### src/rtl/imem_loader.sv
// -----------------------------------------------------------------------------
// imem_loader
//
// Boot-time program loader for the pipelined RV32 core. It consumes a
// length-prefixed, XOR-checksummed byte stream over a valid/ready handshake,
// packs the bytes little-endian into 32-bit words and writes them one by one
// into the instruction memory write port. The core is held in reset until the
// whole image has arrived and the checksum matches.
//
// Stream: LEN_LO, LEN_HI (word count N), 4*N data bytes (LSB first per word),
//         then one checksum byte = XOR of every preceding byte.
//
// Ports
//   clk           system clock, all state changes on the rising edge
//   reset         synchronous active-high reset
//   in_valid      a stream byte is present on in_data
//   in_data       stream byte
//   in_ready      loader accepts a byte this cycle
//   imem_we       instruction memory write strobe, one cycle per word
//   imem_addr     word index being written
//   imem_wdata    word being written
//   core_reset    hold-reset for the datapath, drops once the load succeeds
//   done          image loaded and checksum good
//   error         oversize length or checksum mismatch
//   loaded_words  number of words written so far
// -----------------------------------------------------------------------------
module imem_loader #(
    parameter int ADDR_W = 8,
    parameter int DEPTH  = 2**ADDR_W
) (
    input  logic              clk,
    input  logic              reset,
    input  logic              in_valid,
    input  logic [7:0]        in_data,
    output logic              in_ready,
    output logic              imem_we,
    output logic [ADDR_W-1:0] imem_addr,
    output logic [31:0]       imem_wdata,
    output logic              core_reset,
    output logic              done,
    output logic              error,
    output logic [ADDR_W:0]   loaded_words
);

    typedef enum logic [2:0] {
        S_LEN0,
        S_LEN1,
        S_DATA,
        S_CSUM,
        S_DONE,
        S_ERR
    } state_t;

    state_t            state_q, state_d;
    logic [15:0]       len_q, len_d;
    logic [1:0]        lane_q, lane_d;
    // Only the first three bytes of a word need holding; the fourth byte is
    // taken straight from in_data when the word is issued.
    logic [23:0]       asm_q, asm_d;
    logic [7:0]        xor_q, xor_d;
    logic              we_q, we_d;
    logic [ADDR_W-1:0] addr_q, addr_d;
    logic [31:0]       wdata_q, wdata_d;
    logic              core_reset_q, core_reset_d;
    logic              done_q, done_d;
    logic              error_q, error_d;
    // Doubles as the write pointer: the next word goes to loaded_words.
    logic [ADDR_W:0]   loaded_q, loaded_d;

    logic              accept;
    logic [15:0]       len_full;

    always_comb begin
        in_ready = 1'b0;
        if (!reset) begin
            case (state_q)
                S_LEN0, S_LEN1, S_DATA, S_CSUM: in_ready = 1'b1;
                default:                        in_ready = 1'b0;
            endcase
        end
    end

    assign accept   = in_valid && in_ready;
    assign len_full = {in_data, len_q[7:0]};

    always_comb begin
        state_d      = state_q;
        len_d        = len_q;
        lane_d       = lane_q;
        asm_d        = asm_q;
        xor_d        = xor_q;
        we_d         = 1'b0;
        addr_d       = addr_q;
        wdata_d      = wdata_q;
        core_reset_d = core_reset_q;
        done_d       = done_q;
        error_d      = error_q;
        loaded_d     = loaded_q;

        if (accept) begin
            case (state_q)
                S_LEN0: begin
                    len_d   = {8'h00, in_data};
                    xor_d   = xor_q ^ in_data;
                    state_d = S_LEN1;
                end
                S_LEN1: begin
                    len_d = len_full;
                    xor_d = xor_q ^ in_data;
                    if (32'(len_full) > 32'(DEPTH)) begin
                        state_d = S_ERR;
                        error_d = 1'b1;
                    end else if (len_full == 16'h0000) begin
                        state_d = S_CSUM;
                    end else begin
                        state_d = S_DATA;
                    end
                end
                S_DATA: begin
                    xor_d  = xor_q ^ in_data;
                    lane_d = lane_q + 2'd1;
                    if (lane_q == 2'd3) begin
                        we_d     = 1'b1;
                        addr_d   = loaded_q[ADDR_W-1:0];
                        wdata_d  = {in_data, asm_q};
                        loaded_d = loaded_q + 1'b1;
                        if (32'(loaded_q) + 32'd1 == 32'(len_q)) begin
                            state_d = S_CSUM;
                        end
                    end else begin
                        asm_d = {in_data, asm_q[23:8]};
                    end
                end
                S_CSUM: begin
                    // The checksum byte itself is never folded into the XOR.
                    if (in_data == xor_q) begin
                        state_d      = S_DONE;
                        done_d       = 1'b1;
                        core_reset_d = 1'b0;
                    end else begin
                        state_d = S_ERR;
                        error_d = 1'b1;
                    end
                end
                default: begin
                    state_d = state_q;
                end
            endcase
        end
    end

    always_ff @(posedge clk) begin
        if (reset) begin
            state_q      <= S_LEN0;
            len_q        <= '0;
            lane_q       <= '0;
            asm_q        <= '0;
            xor_q        <= '0;
            we_q         <= 1'b0;
            addr_q       <= '0;
            wdata_q      <= '0;
            core_reset_q <= 1'b1;
            done_q       <= 1'b0;
            error_q      <= 1'b0;
            loaded_q     <= '0;
        end else begin
            state_q      <= state_d;
            len_q        <= len_d;
            lane_q       <= lane_d;
            asm_q        <= asm_d;
            xor_q        <= xor_d;
            we_q         <= we_d;
            addr_q       <= addr_d;
            wdata_q      <= wdata_d;
            core_reset_q <= core_reset_d;
            done_q       <= done_d;
            error_q      <= error_d;
            loaded_q     <= loaded_d;
        end
    end

    assign imem_we      = we_q;
    assign imem_addr    = addr_q;
    assign imem_wdata   = wdata_q;
    assign core_reset   = core_reset_q;
    assign done         = done_q;
    assign error        = error_q;
    assign loaded_words = loaded_q;

endmodule

### config.mk
export PLATFORM = sky130hd
export DESIGN_NAME = imem_loader
export DESIGN_NICKNAME = d
export VERILOG_FILES = /design/src/rtl/imem_loader.sv
export SDC_FILE = /design/constraint.sdc
export NUM_CORES = 1
export LEC_CHECK = 0
export ABC_AREA = 0
export CAP_MARGIN = 25
export CORE_AREA = 2 2 93 95
export CTS_BUF_LIST = sky130_fd_sc_hd__clkbuf_16
export CTS_CLUSTER_DIAMETER = 150
export DETAILED_ROUTE_END_ITERATION = 10
export DIE_AREA = 0 0 95 97
export GPL_ROUTABILITY_DRIVEN = 0
export GPL_TIMING_DRIVEN = 0
export PLACE_DENSITY = 0.79
export SYNTH_ARGS = -nofsm -noshare
export SYNTH_HDL_FRONTEND = slang
export SYNTH_SLANG_ARGS = --single-unit
### constraint.sdc
create_clock -name clk -period 3 [get_ports clk]
set_input_delay 0.9 -clock clk [delete_from_list [all_inputs] [get_ports clk]]
set_output_delay 0.9 -clock clk [all_outputs]
set_load 0.01 [all_outputs]
# Yosys cells after proc, flatten, opt, wreduce, memory -nomap -nowiden
# Index checks and enable logic that the tools add are counted.
totals:
  reg_bits: 106
  in_bits: 11
  elab_cells: 63
  output_inout_bits: 54
classes:
  mux: 13
  eq_ne: 10
  bitwise_logic: 5
  order_cmp: 1
  addsub: 3
  n_reduce_logical: 18
ops:
  columns: ["op", "n"]
  rows:
  - ["case mux 16 bit (2 select lines)", 1]
  - ["equality test 10 x 16 -> 1 bit", 1]
  - ["> comparator 16 x 9 -> 1 bit (second input constant)", 1]
  - ["logical NOT 16 bit", 1]
  - ["case mux 3 bit (4 select lines)", 1]
  - ["AND reduction 3 bit", 4]
  - ["adder 9 x 1 -> 10 bit (second input constant)", 1]
  - ["adder 9 x 1 -> 9 bit (second input constant)", 1]
  - ["2-to-1 mux 3 bit", 3]
  - ["equality test 8 bit", 1]
  - ["inequality test 2 bit (second input constant)", 4]
  - ["AND reduction 4 bit", 2]
  - ["bitwise XOR 8 bit", 1]
  - ["2-to-1 mux 1 bit", 7]
  - ["equality test 3 x 2 -> 1 bit (second input constant)", 2]
  - ["AND reduction 2 bit", 3]
  - ["OR reduction 3 bit", 2]
  - ["inverter 1 bit", 4]
  - ["nonzero test 2 bit", 2]
  - ["nonzero test 4 bit", 1]
  - ["OR reduction 4 bit", 1]
  - ["equality test 3 x 1 -> 1 bit (second input constant)", 1]
  - ["logical NOT 3 bit", 1]
  - ["adder 2 x 1 -> 2 bit (second input constant)", 1]
  - ["3 further kinds", 3]

# Longest topological paths before layout
depth:
  depth_word: 7
  mapped_depth: 8
  ltp_nobuf: 7

# Worst setup path before layout
# OpenSTA, ideal clock, no wires.
synth_timing:
  path_type: "in2reg"
  startpoint: "input reset"
  endpoint: "register loaded_q[7] (netlist: loaded_words[7])"
  required_time_ps: 2872
  setup_ps: 128
  path_slack_ps: 630
  path_stages: 7
  t_arrival_ps: 2242
  path_buffers: 1
  cell_sequence: "or3b_4 > nor3b_4 > nand2_1 > buf_2 > nor3_1 > xnor2_1 > nor2_1"
synth_between:
  elab_chain_len: 3
synth_rtl:
  columns: ["item", "line", "source"]
  rows:
  - ["from (decl)", "32", "input logic reset,"]
  - ["2-to-1 mux 1 bit", "75", "if (!reset) begin"]
  - ["logical AND 1 bit", "83", "assign accept = in_valid && in_ready;"]
  - ["AND reduction 3 bit (no line)", null, null]
  - ["to (signal assigned)", "178", "loaded_q <= loaded_d;"]
  - ["to (decl)", "68", "logic [ADDR_W:0] loaded_q, loaded_d;"]
# Parallel ways exist; a longest one is shown, timed or not.
# A chain may end at the register's enable or synchronous reset.

# Worst setup path after layout
layout_timing:
  startpoint: "input reset"
  endpoint: "output in_ready"
layout_between:
  elab_chain_len: 1
layout_rtl:
  columns: ["item", "line", "source"]
  rows:
  - ["2-to-1 mux 1 bit", "75", null]
  - ["to (decl)", "35", "output logic in_ready,"]
# No other way between the ends.

==> flow_summary.ini <==
[die]
rows = 33
die_h_um = 97
coreArea_um2 = 8130
start_util = 0.535
die_x_um = 95
ios = 65
dieArea_um2 = 9220

[synthesis]
muxShareOfSynthArea = 0.00230
yosys_warnings = 0
ys_seq_area_frac = 0.488
synth_top_area_frac = 0.488
syn_inst = 541
yosys_register_bits = 106
post-synth-top-count-cell = nand2_1
yosys.area_share.simple = 0.236
yosysTopAreaCell = dfxtp_1
synth-edff-count = 0
synthTopCellsByCount = 161 x nand2_1, 106 x dfxtp_1, 82 x a21oi_1
synth_nets = 554
synth-async-reset-ratio = 0
synthTopCellsByArea = dfxtp_1 49%, nand2_1 14%, a21oi_1 9.4%
synth_xor_xnor_area_share = 0.0644
synth_cell_types = 48
synthAdderAreaFrac = 0.00575
syn_area_per_cell_um2 = 8.04
synth_top_family_by_area = simple AND/OR/NAND/NOR gates
ys.flop_type = dfxtp_1
netlist_area_um2 = 4350
synth-compound-area-share = 0.153

[global_route]
grtUsageTotal = 0.245
grt_overflow = 0
antenna_found_initial = 0
grt_pass1_wl_um = 18000
first_global_vias = 3673
grt_start_max_net_pins = 19

[setup_path]
r2r_start = loaded_words[0]
crit_chain = clkdlybuf4s50_1, nor2_2, clkdlybuf4s50_1
cp_slowest_cell = clkdlybuf4s50_1
cp_max_fo = 3
worst-endpoint-arrival_ns = 2.06
critPathKind = in2out
startpoint = reset
r2r.worst_path.cells = 8
path_buf_inv = 2
r2r_slack_ns = 0.44
crit_path_end_kind = output port
cp_top_family = buffers and inverters
slowest_delay_ns = 0.54
worstPathRequired_ns = 2.10
crit_path_start_kind = input port
crit_top_cell = clkdlybuf4s50_1
worst_r2r_endpoint = state_q[1]

[layout]
utilization = 0.661
fillers = 691
areaGrowthSynthToFinish_pct = 23.7
antenna_cells = 0
fin_cells = 723
drive_above_1_share = 0.0663
nets = 626

[cts]
cts_max_level = 3
cts-root-buf = clkbuf_16
post_cts_resized = 0
cts.sinks = 106
cts_tree = yes
clock_latency_ns = 0.34
cts-hold-fix-buffers = 0
cts_buffers = 9
cts_setup_buffers = 0
cts.path.max_buffers = 2
path_clk_slew_ns = 0.07

[sta]
hold_viol = 0
min_period_ns = 2.96
hold_slack_ns = 0.455
layout_worst_path_cycle_share = 0.988
skew_ns = 0.00645
slew_headroom = 0.382
final_max_slew_viol_count = 0
worstMarginPinSlew_ns = 0.920
tns_ns = 0
rsz0062_at_grt = no
setup_violations = 0
max_freq_mhz = 338

[outcome]
status = completed

[placed_design]
hpwl_um = 7700
placedCellCount = 707
io_buffers = 61

[drt]
drc = 0
drt_first_pass_iters = 5
via_per_inst = 5.49
drt_iter0_drc = 235
wl_um = 10900
via_count = 3968
post_drt_wl_per_cell_um = 15.1
antenna_left = 0

[pwr]
power-per-cell-area_nw_per_um2 = 498
leakage_nw = 1.84
vdd_ir_drop_max_mv = 0.375

[min_path]
min_to = imem_addr[6]
whs_path_depth = 2
min-delay-start = imem_addr[6]
worstHoldPathType = reg2reg

[run]
max_cap_viol_count = 0
[logic make-up after synthesis]
logic type | count (synthesis)
AND/OR/NAND/NOR | 237
adder cells (fa/ha/maj) | 2
flip-flops | 106
multiplexers | 1
AO/OA/AOI/OAI | 118
XOR/XNOR | 32
buffers and inverters | 45
[metal layers]
metal	share of wire	GRT usage	vias up
met5	0	0	-
met4	0.020	0.0936	0
met3	0.035	0.0319	20
met2	0.48	0.392	114
met1	0.47	0.336	1891
li1	-	-	1943
[cell usage in the layout, fill, tap and decap left out, types with 7 or more instances in the layout]
cell             count
nand2_1            160
buf_2                7
clkdlybuf4s50_1     61
nor2_1              31
o21ai_0             14
clkbuf_16            9
dfxtp_1            106
inv_1                7
a22oi_1              8
clkbuf_1            23
a21oi_1             82
xor2_1              21
xnor2_1             11
[metrics by stage]
stage	worst slack, ns	total power (W)	instance area [um2]
2_1_floorplan	0.630	0.00156	4350
3_3_place_gp	-0.230	0.00161	5090
3_5_place_dp	-0.251	0.00161	5090
4_1_cts	0.0193	0.00269	5370
5_1_grt	0.0154	0.00277	5380
6_report	0.0373	0.00268	5380
[registers in the layout (all words and copies together) (netlist names), 2 cells and up]
register and cells:
imem_wdata 32, asm_q 24, len_q 16, loaded_words 9, imem_addr 8, xor_q 8
state_q 3, lane_q 2
[tightest hold or removal path, delay by kind of cell, from the launching register on]
family / cells / cell delay [ns]
AOI/OAI and AO/OA: 1 / 0.05
and+or+nand+nor: 1 / 0.05
DFF: 1 / 0.31
[layout make-up]
| cell class | instances | area [um2] | share of cell area |
|---|---|---|---|
| well taps | 105 | 131 | 0.0244 |
| repair buffers | 61 | 611 | 0.113 |
| clock buffers | 9 | 225 | 0.0419 |
| clock inverters | 7 | 52.6 | 0.00977 |
| inverters | 7 | 26.3 | 0.00488 |
| multi-input cells | 390 | 2020 | 0.375 |
| flip-flops and latches | 106 | 2120 | 0.394 |
| plain buffers | 38 | 193 | 0.0358 |
[where the power goes]
group	internal (W)	switching, W
sequential	0.00142	0.0000152
clock	0.000569	0.000527
combinational	0.0000532	0.0000933
[worst max-delay path by stage]
stage | depth (start not counted) | endpoint
3_5_place_dp | 8 | loaded_words[7]
3_3_place_gp | 8 | loaded_words[7]
4_1_cts | 3 | in_ready
2_1_floorplan | 7 | loaded_words[7]
6_report | 3 | in_ready
5_1_grt | 3 | in_ready
No activity file was read; power rests on OpenSTA's default activity.
